## src/rtl/imem_loader_if.sv

```systemverilog
// Byte-stream and instruction-memory write-port bundle for the boot loader.
// The slave modport is the loader's view; the master modport is the view of
// the environment around it (byte source and memory sink).
interface imem_loader_if #(
  parameter int ADDR_WIDTH = 6
);
  logic                  rx_valid;
  logic [7:0]            rx_data;
  logic                  rx_ready;
  logic                  imem_we;
  logic [ADDR_WIDTH-1:0] imem_waddr;
  logic [31:0]           imem_wdata;

  modport master (
    output rx_valid,
    output rx_data,
    input  rx_ready,
    input  imem_we,
    input  imem_waddr,
    input  imem_wdata
  );

  modport slave (
    input  rx_valid,
    input  rx_data,
    output rx_ready,
    output imem_we,
    output imem_waddr,
    output imem_wdata
  );
endinterface

```

## src/rtl/imem_loader.sv

```systemverilog
// Boot loader in front of instruction memory. It takes a length byte, then
// 4*N data bytes (MSB first per word), then an XOR checksum byte. Each packed
// word is written to imem. The CPU is held in reset until the image checks out.
module imem_loader #(
  parameter int ADDR_WIDTH = 6
) (
  input  logic          clk,
  input  logic          reset_n,
  input  logic          start,
  imem_loader_if.slave  bus,
  output logic          cpu_reset,
  output logic          done,
  output logic          error
);

  // word_idx needs one extra bit so a full-capacity image ends without wrap
  localparam int CNT_W    = ADDR_WIDTH + 1;
  localparam int CAPACITY = 2 ** ADDR_WIDTH;

  typedef enum logic [2:0] {
    IDLE = 3'd0,
    LEN  = 3'd1,
    DATA = 3'd2,
    CSUM = 3'd3,
    DONE = 3'd4,
    ERR  = 3'd5
  } state_t;

  state_t                state_r;
  logic                  rx_ready_r;
  logic                  imem_we_r;
  logic [ADDR_WIDTH-1:0] imem_waddr_r;
  logic [31:0]           imem_wdata_r;
  logic                  cpu_reset_r;
  logic                  done_r;
  logic                  error_r;
  logic [CNT_W-1:0]      word_cnt_r;
  logic [CNT_W-1:0]      word_idx_r;
  logic [1:0]            byte_idx_r;
  logic [23:0]           shift_r;
  logic [7:0]            csum_r;

  logic                  accept_s;
  logic [CNT_W-1:0]      word_idx_inc_s;

  // Running image checksum: XOR of every accepted data byte
  function automatic logic [7:0] csum_next(input logic [7:0] acc, input logic [7:0] b);
    return acc ^ b;
  endfunction

  // A length is usable only if it is non-zero and fits in memory
  function automatic logic len_ok(input logic [7:0] n);
    return (n != 8'd0) && (int'(n) <= CAPACITY);
  endfunction

  assign accept_s       = bus.rx_valid & rx_ready_r;
  assign word_idx_inc_s = word_idx_r + CNT_W'(1);

  assign bus.rx_ready   = rx_ready_r;
  assign bus.imem_we    = imem_we_r;
  assign bus.imem_waddr = imem_waddr_r;
  assign bus.imem_wdata = imem_wdata_r;
  assign cpu_reset      = cpu_reset_r;
  assign done           = done_r;
  assign error          = error_r;

  // Loader FSM: byte acceptance, word packing, memory writes and status
  always_ff @(posedge clk or negedge reset_n) begin
    if (!reset_n) begin
      state_r      <= IDLE;
      rx_ready_r   <= 1'b0;
      imem_we_r    <= 1'b0;
      imem_waddr_r <= '0;
      imem_wdata_r <= 32'd0;
      cpu_reset_r  <= 1'b1;
      done_r       <= 1'b0;
      error_r      <= 1'b0;
      word_cnt_r   <= '0;
      word_idx_r   <= '0;
      byte_idx_r   <= 2'd0;
      shift_r      <= 24'd0;
      csum_r       <= 8'd0;
    end else begin
      // the write strobe is a single-cycle pulse unless re-armed below
      imem_we_r <= 1'b0;
      case (state_r)
        IDLE: begin
          if (start) begin
            state_r    <= LEN;
            rx_ready_r <= 1'b1;
          end else begin
            rx_ready_r <= 1'b0;
          end
        end
        LEN: begin
          if (accept_s) begin
            if (len_ok(bus.rx_data)) begin
              state_r    <= DATA;
              word_cnt_r <= CNT_W'(bus.rx_data);
              word_idx_r <= '0;
              byte_idx_r <= 2'd0;
              shift_r    <= 24'd0;
              csum_r     <= 8'd0;
            end else begin
              state_r    <= ERR;
              rx_ready_r <= 1'b0;
              error_r    <= 1'b1;
            end
          end else begin
            state_r <= LEN;
          end
        end
        DATA: begin
          if (accept_s) begin
            csum_r <= csum_next(csum_r, bus.rx_data);
            if (byte_idx_r == 2'd3) begin
              imem_we_r    <= 1'b1;
              imem_waddr_r <= word_idx_r[ADDR_WIDTH-1:0];
              imem_wdata_r <= {shift_r, bus.rx_data};
              word_idx_r   <= word_idx_inc_s;
              byte_idx_r   <= 2'd0;
              if (word_idx_inc_s == word_cnt_r) begin
                state_r <= CSUM;
              end else begin
                state_r <= DATA;
              end
            end else begin
              shift_r    <= {shift_r[15:0], bus.rx_data};
              byte_idx_r <= byte_idx_r + 2'd1;
            end
          end else begin
            state_r <= DATA;
          end
        end
        CSUM: begin
          if (accept_s) begin
            rx_ready_r <= 1'b0;
            if (bus.rx_data == csum_r) begin
              state_r     <= DONE;
              done_r      <= 1'b1;
              cpu_reset_r <= 1'b0;
            end else begin
              state_r <= ERR;
              error_r <= 1'b1;
            end
          end else begin
            state_r <= CSUM;
          end
        end
        DONE, ERR: begin
          // a new start re-arms the loader and re-asserts CPU reset
          if (start) begin
            state_r     <= LEN;
            rx_ready_r  <= 1'b1;
            cpu_reset_r <= 1'b1;
            done_r      <= 1'b0;
            error_r     <= 1'b0;
          end else begin
            rx_ready_r <= 1'b0;
          end
        end
        default: begin
          state_r     <= ERR;
          rx_ready_r  <= 1'b0;
          cpu_reset_r <= 1'b1;
          done_r      <= 1'b0;
          error_r     <= 1'b1;
        end
      endcase
    end
  end

endmodule

```

## src/flat_wrapper.sv

```systemverilog
// flat-port wrapper written by rule: the top's interface ports become plain ports
module imem_loader_flat 
#(
  parameter int ADDR_WIDTH = 6
)
  (clk, reset_n, start, cpu_reset, done, error, bus_rx_valid, bus_rx_data, bus_rx_ready, bus_imem_we, bus_imem_waddr, bus_imem_wdata);
  imem_loader_if #(.ADDR_WIDTH(ADDR_WIDTH)) bus_i ();
  input  logic clk;
  input  logic reset_n;
  input  logic start;
  output logic cpu_reset;
  output logic done;
  output logic error;
  input wire logic [$bits(bus_i.rx_valid)-1:0] bus_rx_valid;
  input wire logic [$bits(bus_i.rx_data)-1:0] bus_rx_data;
  output wire logic [$bits(bus_i.rx_ready)-1:0] bus_rx_ready;
  output wire logic [$bits(bus_i.imem_we)-1:0] bus_imem_we;
  output wire logic [$bits(bus_i.imem_waddr)-1:0] bus_imem_waddr;
  output wire logic [$bits(bus_i.imem_wdata)-1:0] bus_imem_wdata;
  assign bus_i.rx_valid = bus_rx_valid;
  assign bus_i.rx_data = bus_rx_data;
  assign bus_rx_ready = bus_i.rx_ready;
  assign bus_imem_we = bus_i.imem_we;
  assign bus_imem_waddr = bus_i.imem_waddr;
  assign bus_imem_wdata = bus_i.imem_wdata;
  imem_loader #(.ADDR_WIDTH(ADDR_WIDTH)) u_core (.clk(clk), .reset_n(reset_n), .start(start), .bus(bus_i), .cpu_reset(cpu_reset), .done(done), .error(error));
endmodule
```

## config.mk

```make
export PLATFORM = sky130hd
export DESIGN_NAME = imem_loader_flat
export DESIGN_NICKNAME = d
export VERILOG_FILES = /design/src/rtl/imem_loader_if.sv /design/src/rtl/imem_loader.sv /design/src/flat_wrapper.sv
export SDC_FILE = /design/constraint.sdc
export NUM_CORES = 1
export LEC_CHECK = 0
export BUFFER_PORTS_ARGS = -buffer_cell sky130_fd_sc_hd__buf_2
export CAP_MARGIN = 25
export CORE_MARGIN = 8
export CORE_UTILIZATION = 40
export CTS_CLUSTER_SIZE = 40
export DETAILED_ROUTE_END_ITERATION = 8
export PLACE_DENSITY_LB_ADDON = 0.25
export SLEW_MARGIN = 20
export SYNTH_ARGS = -nofsm -noshare
export SYNTH_HDL_FRONTEND = slang
export SYNTH_SLANG_ARGS = --single-unit
```

## constraint.sdc

```tcl
create_clock -name clk -period 2.4 [get_ports clk]
set_clock_uncertainty 0.15 [all_clocks]
set_input_delay 0.48 -clock clk [delete_from_list [all_inputs] [get_ports clk]]
set_output_delay 0.48 -clock clk [all_outputs]
set_load 0.03 [all_outputs]
```

* After elaboration in Yosys (flattened, before gate mapping)
Index checks and enable logic that the tools add are counted.
** Storage, ports and cells
- Memories kept :: 0
- Input port bits :: 12
- Latch bits :: 0
- Bits in registers :: 94
- Logic and storage cells :: 107
- Bits in writable memories :: 0
- Bits in read-only memories :: 0
** Operators by class
- Reduce and logical (&&, ||, !) cells :: 17
- Div/mod/pow operators :: 0
- Multiplexer cells :: 49
- Add/subtract/negate cells :: 2
- Shift operators :: 0
- Multiply operators :: 0
- Bitwise operators :: 5
- Order comparisons :: 1
- Eq/ne operators :: 20
** Operator list (number)
- 24-bit 2-to-1 mux :: 4
- 24-bit one-hot mux with 2 select lines :: 1
- 7-bit 2-to-1 mux :: 4
- 8-bit 2-to-1 mux :: 3
- 1-bit 2-to-1 mux :: 19
- 3-bit 2-to-1 mux :: 6
- 8-bit one-hot mux with 2 select lines :: 1
- 2-bit by 1-bit inequality test with 1-bit output, second input constant :: 7
- 7-bit one-hot mux with 2 select lines :: 1
- 3-bit one-hot mux with 4 select lines :: 1
- 4-bit AND reduction :: 3
- 5-bit AND reduction :: 2
- 8-bit == test :: 1
- 8-bit by 7-bit <= comparator with 1-bit output, second input constant :: 1
- 2-bit 2-to-1 mux :: 4
- 2-bit inequality test, second input constant :: 4
- 1-bit one-hot mux with 4 select lines :: 2
- 8-bit nonzero test :: 1
- 8-bit bitwise XOR :: 1
- 7-bit by 1-bit adder with 7-bit output, second input constant :: 1
- 7-bit == test :: 1
- 3-bit by 2-bit == test with 1-bit output, second input constant :: 2
- 3-bit == test, second input constant :: 2
- 1-bit one-hot mux with 3 select lines :: 2
- 15 further kinds :: 20

* Logic depth before layout (Yosys ltp)
- Word-level depth :: 6
- Gate-level depth with buffers :: 7
- Mapped depth without buffers :: 6

* Least setup slack after synthesis
OpenSTA, ideal clock, no wires.
- Path kind :: input port to flip-flop
- Start :: input port bus_rx_data[1]
- End :: register u_core.word_cnt_r[0]
- Slack :: -0.231 ns
- Data arrival time :: 2.357 ns
- Required time :: 2.125 ns
- Path buffers :: 0
- Cell stages on the path :: 5
- Path through :: or4_1 > o31a_1 > or4_4 > nor2_4 > mux2_2
** On the way
- Cells in the longest elaborated chain, start to end :: 3
** RTL lines
- from (decl) :: RTL line flat_wrapper.sv:15 : input wire logic [$bits(bus_i.rx_data)-1:0] bus_rx_data;
- 8-bit by 7-bit <= comparator with 1-bit output or 8-bit nonzero test (tied branches) :: RTL line imem_loader.sv:53 : return (n != 8'd0) && (int'(n) <= CAPACITY);
- 1-bit logical AND (*) :: RTL line imem_loader.sv:53
- 3-bit AND reduction (no source line) (*)
- to (signal assigned) :: RTL line imem_loader.sv:99 : word_cnt_r <= CNT_W'(bus.rx_data);
- to (decl) :: RTL line imem_loader.sv:37 : logic [CNT_W-1:0] word_cnt_r;
Mark *: on every way between the ends. The rest lies on a longest branch, timed or not.
A chain may end at the register's enable or synchronous reset.

* Final worst setup path
- Start :: input port bus_rx_data[2]
- End :: register u_core.word_cnt_r[6]
Same word-level chain as after synthesis.

==> results.toml <==
[outcome]
status = "finished, violations left"
violations = "negative setup slack"

[grt]
grt-ovfl-total = 0
first_global_vias = 3167
use_met3_pct = 3.69
grt.total_usage_pct = 15.0
use_met1_pct = 21.1
antenna_found_initial = 0
use_met2_pct = 22.1
grt-busiest-layer = "met2"
grt_max_degree = 45
grt_pass1_wl_um = 16100

[synth]
synth.distinct_cells = 49
netlist.area_leader.share_pct = 56.8
synth_cells = 402
yosysWarnings = 0
syn_avg_cell_area_um2 = 10.2
yosysSeqAreaShare_pct = 57.4
synth_area_leader_cell = "dfrtp_1"
ys.flop_type = "dfrtp_1"
synth_area_mm2 = 0.00410
syn_nets = 416
ys_ff_latch = 94
synth.area.top_cells = "dfrtp_1 57%, nand2_1 12%, a22o_1 5.8%, mux2_2 2.2%, xor2_1 1.7%"
async_flop_share_pct = 100
synth_edf_count = 0

[finish]
fill_cells = 966
final_cells = 626
areaGrowthSynthToFinish_pct = 23.0
final_cell_mix = "128 x nand2_1, 93 x dfrtp_1, 51 x buf_2"
layout_commonest_cell = "nand2_1"
multi_input_area_mm2 = 0.00175
finalNetCount = 499
seq_area_mm2 = 0.00235
layout-drive-gt1-share_pct = 25.7
antenna_cells = 0

[timing]
worst_slew_pin_slew_ns = 0.591
period_minus_slack_ns = 2.53
relSlewSlack_pct = 60.6
fin_ws_ns = -0.132
fmax_mhz = 395
hold_viol = 0
setup_viol = 15
slew_viol_final = 0
fin_crit_sh_pct = 106
rsz0062_at_grt = "true"

[power]
p_total_mw = 3.58
p_leak_nw = 2.68
powerDensity_mw_per_mm2 = 710
ir_drop_uv = 320

[hold_path]
hold_class = "input pin to register"

[placed_design]
dp_cells = 600
io_buffers = 54
place.gp.congestion = 0.823
post-dp-hpwl_um = 6910

[floorplanning]
std_cell_rows = 37
start_util_pct = 40.4
core-area_mm2 = 0.0101
die-area_mm2 = 0.0137
pin_count = 55
die_h_um = 117
die_w_um = 117

[clock_tree]
htreeDepth = 3
cts.sinks = 94
cts_tree = "built"
cts_root_buffer = "clkbuf_8"
cts_inserted_buffers = 9
clock_latency_ns = 0.36
clockBufferDepth = 2
clkTransAtPathRegs_ns = 0.10

[critical_path]
worstPathArrival_ns = 2.62
critical_path_buf_inv_count = 2
cp-end-kind = "register"
cp_top_family = "simple AND/OR/NAND/NOR gates"
slowest_stage = "or4_4"
cp_cell_sequence = "buf_6 -> or4_4 -> o31a_1 -> or4_4 -> nor2_4 -> buf_6 -> mux2_4"
worstPathMaxFanout = 4
crit_required_ns = 2.49
crit_type = "input pin to register"
critPathMaxStageDelay_ns = 0.56
start_kind = "input pin"

[routing]
route.detailed.drc = 0
drt-initial-drc-count = 246
first_pass_iters = 4
avgViaCountPerCell = 5.19
ant_nets = 0
drt_wl_total_um = 10100
via_count = 3246
wire_per_inst_um = 16.1

[flow_run]
maxCapViolCount = 0
-- synthesized netlist by cell type, types with 2 or more instances --
master,n
nand3_1,7
a22o_1,27
a221o_1,6
o31a_1,2
nor4_1,6
o21ai_0,4
o22ai_1,2
nand2_1,129
inv_1,2
a21oi_1,8
and3_1,5
nor2_1,12
a41oi_1,2
xnor2_1,7
buf_2,2
nor3_1,3
a211o_1,2
nor3b_1,5
dfrtp_1,93
nor2b_1,10
xor2_1,8
nand3b_1,2
ha_1,2
nand4_1,2
a2bb2oi_1,2
mux2_2,8
nand2b_1,7
buf_1,4
clkbuf_1,12
and3b_1,2
-- through the flow --
stage,area (um^2),util [%],worst slack (ns),hold slack [ns],setup TNS (ns)
after global placement,4690,46.3,-0.377,0.303,-12.02
after floorplan,4110,-,-0.224,0.0344,-3.12
after detailed placement,4690,46.3,-0.469,0.307,-14.40
after CTS,4910,48.5,-0.0290,0.241,-0.146
final,5040,49.7,-0.132,0.244,-1.10
after global routing,5040,49.7,-0.141,0.229,-1.78
-- sequential cells by signal, indices dropped and copies added (netlist names) --
name and flops:
u_core.state_r 3, u_core.bus.imem_we 1, u_core.bus.imem_wdata 32, u_core.word_cnt_r 7, u_core.done 1, u_core.byte_idx_r 2
u_core.shift_r 24, u_core.bus.rx_ready 1, u_core.csum_r 8, u_core.bus.imem_waddr 6, u_core.word_idx_r 7, u_core.cpu_reset 1
u_core.error 1
-- worst reg2reg max path, delay by kind of cell, from the launching register on --
family           cells  cell delay (ns)
flip-flops           1             0.47
AND/OR/NAND/NOR      5             1.46
-- path summary, 6_finish.rpt --
path / startpoint / endpoint / slack [ns] / depth (start not counted)
worst min register to register: u_core.bus.imem_wdata[18] / u_core.bus.imem_wdata[18] / 0.32 / 2
worst min-delay path: bus_rx_data[6] / u_core.bus.imem_wdata[6] / 0.24 / 3
worst max-delay path: bus_rx_data[2] / u_core.word_cnt_r[6] / -0.13 / 7
worst max register to register: u_core.bus.rx_ready / u_core.state_r[0] / 0.26 / 5
max in group asynchronous: reset_n / u_core.bus.imem_wdata[14] / 0.89 / 3
min in group asynchronous: reset_n / u_core.done / 0.49 / 2
-- per-layer routing --
metal,up-vias,share of wire [%]
met5,-,0
met4,0,1.3
met3,9,5.7
met2,82,45
met1,1596,48
li1,1559,-
-- kinds of logic after synthesis --
family / Yosys count / share of synthesized area, %
AOI/OAI and AO/OA: 67 / 13.1
muxes: 9 / 2.44
adders and majority gates: 2 / 0.610
and+or+nand+nor: 194 / 21.3
xor gates and xnor gates: 15 / 3.20
buffers and inverters: 21 / 1.98
DFF: 94 / 57.4
-- where the power goes --
| part | switching, mW | total (mW) | leakage (nW) | internal [mW] |
|---|---|---|---|---|
| clock | 0.622 | 1.03 | 0.0984 | 0.403 |
| combinational | 0.367 | 0.724 | 1.29 | 0.357 |
| sequential | 0.124 | 1.83 | 1.29 | 1.71 |
| total | 1.11 | 3.58 | 2.68 | 2.47 |
-- what timing repair did --
action	4_1_cts	5_1_grt
buffers inserted	2	6
gates cloned	0	1
endpoints found under the hold margin	40	0
hold buffers	1	0
endpoints found under the setup margin	13	31
gates resized for setup	2	17
pin swaps	0	10
-- cell type report --
type | instances | area share (%)
clock inverter | 7 | 1.24
sequential | 94 | 46.7
timing repair buffer | 89 | 11.4
multi-input combinational | 288 | 34.7
tap | 136 | 3.37
inverter | 3 | 0.223
clock buffer | 9 | 2.46
Note: power is estimated with default switching activity, not from simulation.
